$ cat src/rtl/mpsoc_uart_rx.sv
// ---------------------------------------------------------------------------
// mpsoc_uart_rx
//   Configurable UART receiver. The frame is 1 start bit, 5..8 data bits sent
//   LSB first, an optional even-parity bit, and 1 or 2 stop bits. The bit
//   period is cfg_div_i+1 clocks. Each completed frame is presented on a
//   valid/ready holding register. A new word that overwrites an unconsumed
//   one raises a single-cycle overrun pulse.
//
// Ports
//   clk_i            clock, rising edge
//   rst_i            asynchronous active-high reset
//   rx_i             asynchronous serial input, idles high
//   busy_o           receiver is inside a frame (state not IDLE)
//   cfg_en_i         receiver enable; low aborts any frame in progress
//   cfg_div_i        bit period minus one, in clocks
//   cfg_parity_en_i  even-parity bit present
//   cfg_bits_i       data bits minus five
//   cfg_stop_bits_i  0: one stop bit, 1: two stop bits
//   rx_data_o        received word, LSB aligned, unused upper bits zero
//   rx_valid_o       rx_data_o and the error flags hold a word
//   rx_ready_i       consumer accepts the held word
//   err_parity_o     parity mismatch on the held word
//   err_frame_o      a stop bit of the held word was sampled low
//   err_overrun_o    one-cycle pulse when an unconsumed word is overwritten
// ---------------------------------------------------------------------------
module mpsoc_uart_rx #(
    parameter int unsigned SYNC_STAGES = 2
) (
    input  logic        clk_i,
    input  logic        rst_i,
    input  logic        rx_i,
    output logic        busy_o,
    input  logic        cfg_en_i,
    input  logic [15:0] cfg_div_i,
    input  logic        cfg_parity_en_i,
    input  logic [1:0]  cfg_bits_i,
    input  logic        cfg_stop_bits_i,
    output logic [7:0]  rx_data_o,
    output logic        rx_valid_o,
    input  logic        rx_ready_i,
    output logic        err_parity_o,
    output logic        err_frame_o,
    output logic        err_overrun_o
);

    typedef enum logic [2:0] {
        StIdle,
        StStart,
        StData,
        StParity,
        StStop1,
        StStop2
    } state_e;

    // -----------------------------------------------------------------------
    // Input synchroniser; flops reset to the idle level.
    // -----------------------------------------------------------------------
    logic [SYNC_STAGES-1:0] r_sync;

    always_ff @(posedge clk_i or posedge rst_i) begin
        if (rst_i) begin
            r_sync <= '1;
        end else begin
            r_sync <= {r_sync[SYNC_STAGES-2:0], rx_i};
        end
    end

    logic w_line;
    logic w_line_next;
    logic w_fall;

    assign w_line      = r_sync[SYNC_STAGES-1];
    assign w_line_next = r_sync[SYNC_STAGES-2];
    // The falling edge is taken from the last two stages, so START is entered
    // on the same edge at which line goes low. The START sample then lands
    // inside the start bit even when the bit period is a single clock.
    assign w_fall      = w_line & ~w_line_next;

    // -----------------------------------------------------------------------
    // Frame FSM and datapath registers
    // -----------------------------------------------------------------------
    state_e      r_state, w_state_d;
    logic [15:0] r_baud, w_baud_d;
    logic [2:0]  r_bitcnt, w_bitcnt_d;
    logic [7:0]  r_shift, w_shift_d;
    logic        r_par_acc, w_par_acc_d;
    logic        r_perr, w_perr_d;
    logic        r_ferr, w_ferr_d;
    logic        r_done, w_done_d;
    // Configuration latched at the start edge, constant for the whole frame.
    logic [15:0] r_div, w_div_d;
    logic        r_par_en, w_par_en_d;
    logic [1:0]  r_bits, w_bits_d;
    logic        r_stop2, w_stop2_d;

    always_ff @(posedge clk_i or posedge rst_i) begin
        if (rst_i) begin
            r_state   <= StIdle;
            r_baud    <= '0;
            r_bitcnt  <= '0;
            r_shift   <= '0;
            r_par_acc <= 1'b0;
            r_perr    <= 1'b0;
            r_ferr    <= 1'b0;
            r_done    <= 1'b0;
            r_div     <= '0;
            r_par_en  <= 1'b0;
            r_bits    <= '0;
            r_stop2   <= 1'b0;
        end else begin
            r_state   <= w_state_d;
            r_baud    <= w_baud_d;
            r_bitcnt  <= w_bitcnt_d;
            r_shift   <= w_shift_d;
            r_par_acc <= w_par_acc_d;
            r_perr    <= w_perr_d;
            r_ferr    <= w_ferr_d;
            r_done    <= w_done_d;
            r_div     <= w_div_d;
            r_par_en  <= w_par_en_d;
            r_bits    <= w_bits_d;
            r_stop2   <= w_stop2_d;
        end
    end

    logic w_tick;
    logic w_half_tick;
    logic w_last_bit;

    assign w_tick      = (r_baud == r_div);
    assign w_half_tick = (r_baud == {1'b0, r_div[15:1]});
    assign w_last_bit  = (r_bitcnt == (3'd4 + {1'b0, r_bits}));

    always_comb begin
        w_state_d   = r_state;
        w_baud_d    = r_baud;
        w_bitcnt_d  = r_bitcnt;
        w_shift_d   = r_shift;
        w_par_acc_d = r_par_acc;
        w_perr_d    = r_perr;
        w_ferr_d    = r_ferr;
        w_done_d    = 1'b0;
        w_div_d     = r_div;
        w_par_en_d  = r_par_en;
        w_bits_d    = r_bits;
        w_stop2_d   = r_stop2;

        unique case (r_state)
            StIdle: begin
                if (cfg_en_i && w_fall) begin
                    w_state_d   = StStart;
                    w_baud_d    = '0;
                    w_bitcnt_d  = '0;
                    w_shift_d   = '0;
                    w_par_acc_d = 1'b0;
                    w_perr_d    = 1'b0;
                    w_ferr_d    = 1'b0;
                    w_div_d     = cfg_div_i;
                    w_par_en_d  = cfg_parity_en_i;
                    w_bits_d    = cfg_bits_i;
                    w_stop2_d   = cfg_stop_bits_i;
                end
            end

            StStart: begin
                if (w_half_tick) begin
                    w_baud_d  = '0;
                    // A line already back high mid-start-bit was a glitch.
                    w_state_d = w_line ? StIdle : StData;
                end else begin
                    w_baud_d = r_baud + 16'd1;
                end
            end

            StData: begin
                if (w_tick) begin
                    w_baud_d            = '0;
                    w_shift_d[r_bitcnt] = w_line;
                    w_par_acc_d         = r_par_acc ^ w_line;
                    if (w_last_bit) begin
                        w_bitcnt_d = '0;
                        w_state_d  = r_par_en ? StParity : StStop1;
                    end else begin
                        w_bitcnt_d = r_bitcnt + 3'd1;
                    end
                end else begin
                    w_baud_d = r_baud + 16'd1;
                end
            end

            StParity: begin
                if (w_tick) begin
                    w_baud_d  = '0;
                    w_perr_d  = w_line ^ r_par_acc;
                    w_state_d = StStop1;
                end else begin
                    w_baud_d = r_baud + 16'd1;
                end
            end

            StStop1: begin
                if (w_tick) begin
                    w_baud_d = '0;
                    w_ferr_d = r_ferr | ~w_line;
                    if (r_stop2) begin
                        w_state_d = StStop2;
                    end else begin
                        w_state_d = StIdle;
                        w_done_d  = 1'b1;
                    end
                end else begin
                    w_baud_d = r_baud + 16'd1;
                end
            end

            StStop2: begin
                if (w_tick) begin
                    w_baud_d  = '0;
                    w_ferr_d  = r_ferr | ~w_line;
                    w_state_d = StIdle;
                    w_done_d  = 1'b1;
                end else begin
                    w_baud_d = r_baud + 16'd1;
                end
            end

            default: begin
                w_state_d = StIdle;
            end
        endcase

        // Disabling drops whatever frame is in flight; the held word is untouched.
        if (!cfg_en_i) begin
            w_state_d  = StIdle;
            w_baud_d   = '0;
            w_bitcnt_d = '0;
            w_done_d   = 1'b0;
        end
    end

    assign busy_o = (r_state != StIdle);

    // -----------------------------------------------------------------------
    // Output holding register. Loaded the cycle after a frame completes.
    // -----------------------------------------------------------------------
    logic [7:0] r_data;
    logic       r_valid;
    logic       r_err_par;
    logic       r_err_frame;
    logic       r_overrun;

    always_ff @(posedge clk_i or posedge rst_i) begin
        if (rst_i) begin
            r_data      <= '0;
            r_valid     <= 1'b0;
            r_err_par   <= 1'b0;
            r_err_frame <= 1'b0;
            r_overrun   <= 1'b0;
        end else begin
            r_overrun <= 1'b0;
            if (r_done) begin
                r_data      <= r_shift;
                r_err_par   <= r_perr;
                r_err_frame <= r_ferr;
                r_valid     <= 1'b1;
                // Accepted in the same cycle means the old word was consumed.
                r_overrun   <= r_valid & ~rx_ready_i;
            end else if (r_valid && rx_ready_i) begin
                r_valid <= 1'b0;
            end
        end
    end

    assign rx_data_o     = r_data;
    assign rx_valid_o    = r_valid;
    assign err_parity_o  = r_err_par;
    assign err_frame_o   = r_err_frame;
    assign err_overrun_o = r_overrun;

endmodule

$ cat config.mk
export PLATFORM = sky130hd
export DESIGN_NAME = mpsoc_uart_rx
export DESIGN_NICKNAME = d
export VERILOG_FILES = /design/src/rtl/mpsoc_uart_rx.sv
export SDC_FILE = /design/constraint.sdc
export NUM_CORES = 1
export LEC_CHECK = 0
export CORE_MARGIN = 5
export CORE_UTILIZATION = 50
export CTS_CLUSTER_SIZE = 28
export DETAILED_ROUTE_END_ITERATION = 16
export PLACE_DENSITY_LB_ADDON = 0.15
export SKIP_LAST_GASP = 1
export SYNTH_ARGS = -nofsm -noshare
export SYNTH_HDL_FRONTEND = slang
export SYNTH_SLANG_ARGS = --single-unit
$ cat constraint.sdc
create_clock -name clk_i -period 3.4 [get_ports clk_i]
set_input_delay 0.68 -clock clk_i [delete_from_list [all_inputs] [get_ports clk_i]]
set_output_delay 0.68 -clock clk_i [all_outputs]
set_load 0.005 [all_outputs]
==> impl_results.md <==
- Mean cell area of the mapped netlist: 10.9 sq um
- Post-layout minimum cycle time: 2.56 ns
- Worst vdd ir: 317 uV
- Flip-flop cell with the highest count after synthesis: sky130_fd_sc_hd__dfrtp_1
- DIE AREA: 0.00886 sq mm
- Number of standard cells after synthesis: 325
- Biggest area contributors in the synthesized netlist: sky130_fd_sc_hd__dfrtp_1 47%, sky130_fd_sc_hd__mux2_2 9.5%, sky130_fd_sc_hd__xor2_1 5.2%
- Number of fill cells in the layout: 571
- Layout overhead on the synthesized area: 18.2%
- Number of slew-limit violations in the final report: 0
- Io pins: 38
- Number of unique standard cell types used by synthesis: 48
- Tightest Pin Transition: 0.746 ns
- Num CTS Buffers: 9
- Most numerous cell types in the synthesized netlist: 66 x sky130_fd_sc_hd__dfrtp_1, 30 x sky130_fd_sc_hd__mux2_2, 30 x sky130_fd_sc_hd__nand2_1
- Max-capacitance violation count: 0
- Reg-to-reg critical path startpoint: r_sync[1]
- Filler-free cell count of the finished design: 458
- Pin count of the biggest net entering global routing: 36
- Clock network latency to the later pin of the worst-skew pair: 0.34 ns
- Max frequency: 391 MHz
- Clock skew: 0.0121 ns
- Final weighted congestion in routability-driven placement: 0.823
- Mapped cell area: 0.00354 sq mm
- Final Core Density: 61.2%
- Initial antenna violation count: 0
- Clock transition at the registers of the reported paths: 0.08 ns
- Synth Net Count: 352
- Standard cell area after detailed placement: 0.00394 sq mm
- Setup tns final: 0 ns
- Adder-cell area share of the yosys netlist: 0.707%
- Run status: finished, final reports clean
- Final nets: 384
- Critical path capture point type: register
- Diode insertion count for antenna repair: 0
- CTS H-tree depth: 3
- Worst hold path class: reg2reg
- Top-area cell type share of the netlist area: 46.7%
- Number of instances resized during post-cts repair: 0
- Share of the synthesized netlist area taken by xor and xnor gates: 10.4%
- Portion of the post-synthesis area used by sequential elements: 48.2%
- Largest fanout on the critical path: 18
- Static leakage: 1.82 nW
- Inst Count DP: 442
- Per-cell routed wire length: 15.2 microns
- Count of buffers inserted at the top-level ports: 37
- Post-synthesis simple-gate area fraction: 16.6%
- Post-route cell area: 0.00418 sq mm
- Fraction of final layout cells with drive strength greater than 1: 17.4%
- Iteration-0 DRC Markers: 151
- Cell taking the most area after synthesis: sky130_fd_sc_hd__dfrtp_1
- CP required: 3.67 ns
- Global router's overall resource usage: 17.6%
- Final worst-path cycle share: 75.3%
- Asr flop ratio synth: 100%
- Number of hold-repair buffers added at the cts stage: 0
- Die width: 94.1 microns
- Area fraction in compound gates after synthesis: 7.43%
- Startpoint of the tightest hold check path: r_sync[0]
- Mux contribution to synthesized area: 12.7%
- Count of yosys warnings during synthesis: 0
- Number of flops mapped to enable cells by yosys: 0
- TritonCTS clock tree: built
- Slew Limit Headroom: 50.2%
- Hold Fails Final Rpt: 0
- Count of nets left with antenna violations after detail routing: 0
- Start-to-end type of the worst setup path: in2reg
- Number of clock sinks seen by CTS: 68
- Wire length of the first global-routing pass: 12200 microns
- Vias: 2488
- Total global routing overflow: 0
- Detailed placement HPWL: 4960 microns
- Placement row count: 30
- Core footprint: 0.00683 sq mm
- Total setup violations reported at the end of the flow: 0
- Start point of the critical path: cfg_en_i
- Die height: 94.1 microns
- Category of the worst setup path launch point: primary input
- Areal power density over the cells: 559 mW/mm^2
- Dominant combinational cell family by area after synthesis: simple AND/OR/NAND/NOR gates
- Clock tree root driver cell: sky130_fd_sc_hd__clkbuf_8
- # Post-CTS Setup Buffers: 0
- Register bit total from synthesis: 68
- Iteration count of the initial detailed-routing pass: 4
- Final routed DRC violation total: 0
- Via count of the first global-routing pass: 2543
- Setup repair after global routing missed its margin: false
- Arrival time worst endpoint: 2.83 ns
- Most used standard cell by instance count after synthesis: sky130_fd_sc_hd__dfrtp_1
- Starting density of the core: 51.8%
- Post-detailed-route via-to-cell ratio: 5.43
- Clock Path Buffers: 2
- Final wirelength: 6970 microns
## cell type report
cell class / instances / area [sq um] / area share (%)
sequential: 68 / 1700 / 40.7
multi-input combinational: 229 / 1690 / 40.4
timing repair buffer: 41 / 400 / 9.57
clock buffer: 10 / 128 / 3.05
tap: 96 / 120 / 2.87
clock inverter: 6 / 111 / 2.66
inverter: 8 / 30.0 / 0.718
## layer usage
layer / vias up / global-route usage, % / share of wire [%]
li1: 1198 / - / -
met1: 1202 / 24.7 / 49
met2: 73 / 25.1 / 44
met3: 15 / 5.05 / 5.2
met4: 0 / 7.94 / 1.9
met5: - / 0 / 0
## critical path, stage by stage
cell	delay, ns
sky130_fd_sc_hd__clkdlybuf4s50_1	0.76
sky130_fd_sc_hd__o21ai_0	0.26
sky130_fd_sc_hd__o2bb2ai_2	0.65
sky130_fd_sc_hd__nor2_1	0.28
sky130_fd_sc_hd__nor2_1	0.18
## logic make-up after synthesis
logic type	Yosys count
buffers and inverters	28
flip-flops	68
multiplexers	41
AO/OA/AOI/OAI	37
adder cells (fa/ha/maj)	2
AND/OR/NAND/NOR	108
XOR/XNOR	41
## stage by stage
step / hold slack [ns] / total power, mW / setup WS [ns]
CTS: 0.386 / 2.36 / 0.892
global placement: 0.371 / 1.53 / 0.674
floorplan: 0.361 / 1.41 / 1.01
detailed placement: 0.374 / 1.54 / 0.545
finish: 0.386 / 2.34 / 0.839
global route: 0.390 / 2.46 / 0.607
## cells in the final DEF (no fill, tap or decap), types with 2 or more instances in the layout
cell / n
sky130_fd_sc_hd__nand3b_1: 3
sky130_fd_sc_hd__o21ai_0: 7
sky130_fd_sc_hd__nor4_1: 5
sky130_fd_sc_hd__bufinv_16: 3
sky130_fd_sc_hd__a21o_1: 6
sky130_fd_sc_hd__and3_1: 5
sky130_fd_sc_hd__mux2i_1: 11
sky130_fd_sc_hd__o31ai_1: 2
sky130_fd_sc_hd__nor2_1: 22
sky130_fd_sc_hd__xor2_1: 21
sky130_fd_sc_hd__mux2_2: 30
sky130_fd_sc_hd__nand4b_1: 3
sky130_fd_sc_hd__nand2_1: 30
sky130_fd_sc_hd__buf_4: 4
sky130_fd_sc_hd__nor3_1: 4
sky130_fd_sc_hd__or2_2: 4
sky130_fd_sc_hd__clkbuf_8: 9
sky130_fd_sc_hd__dfstp_2: 2
sky130_fd_sc_hd__nor4b_2: 2
sky130_fd_sc_hd__nor2b_1: 2
sky130_fd_sc_hd__dfrtp_1: 66
sky130_fd_sc_hd__nand4_1: 13
sky130_fd_sc_hd__a21oi_1: 7
sky130_fd_sc_hd__nor3b_1: 2
sky130_fd_sc_hd__xnor2_1: 19
sky130_fd_sc_hd__nand3_1: 8
sky130_fd_sc_hd__a22o_1: 5
sky130_fd_sc_hd__clkdlybuf4s50_1: 37
sky130_fd_sc_hd__ha_1: 2
sky130_fd_sc_hd__and2_1: 2
sky130_fd_sc_hd__inv_1: 6
## where the power goes
part	switching (mW)	internal, mW
clock network	0.319	0.489
logic	0.208	0.260
registers	0.137	0.924
## state kept, by name, summed over array words and instances (netlist names)
| name | count |
|---|---|
| r_perr | 1 |
| r_stop2 | 1 |
| r_bits | 2 |
| r_par_en | 1 |
| r_baud | 16 |
| r_par_acc | 1 |
| r_bitcnt | 3 |
| r_sync | 2 |
| err_frame_o | 1 |
| r_div | 16 |
| rx_data_o | 8 |
| rx_valid_o | 1 |
| err_parity_o | 1 |
| r_shift | 8 |
| r_ferr | 1 |
| err_overrun_o | 1 |
| r_done | 1 |
| r_state | 3 |
## path summary, 6_finish.rpt
| kind | endpoint | slack, ns | cells after the start |
|---|---|---|---|
| max | r_baud[12] | 0.84 | 5 |
| min | r_sync[1] | 0.39 | 0 |
| max reg2reg | r_div[6] | 0.95 | 5 |
| min reg2reg | r_sync[1] | 0.39 | 0 |
| max in group asynchronous | r_sync[1] | 1.84 | 3 |
| min in group asynchronous | r_baud[8] | 0.79 | 2 |
(Power assumes the default switching activity.)
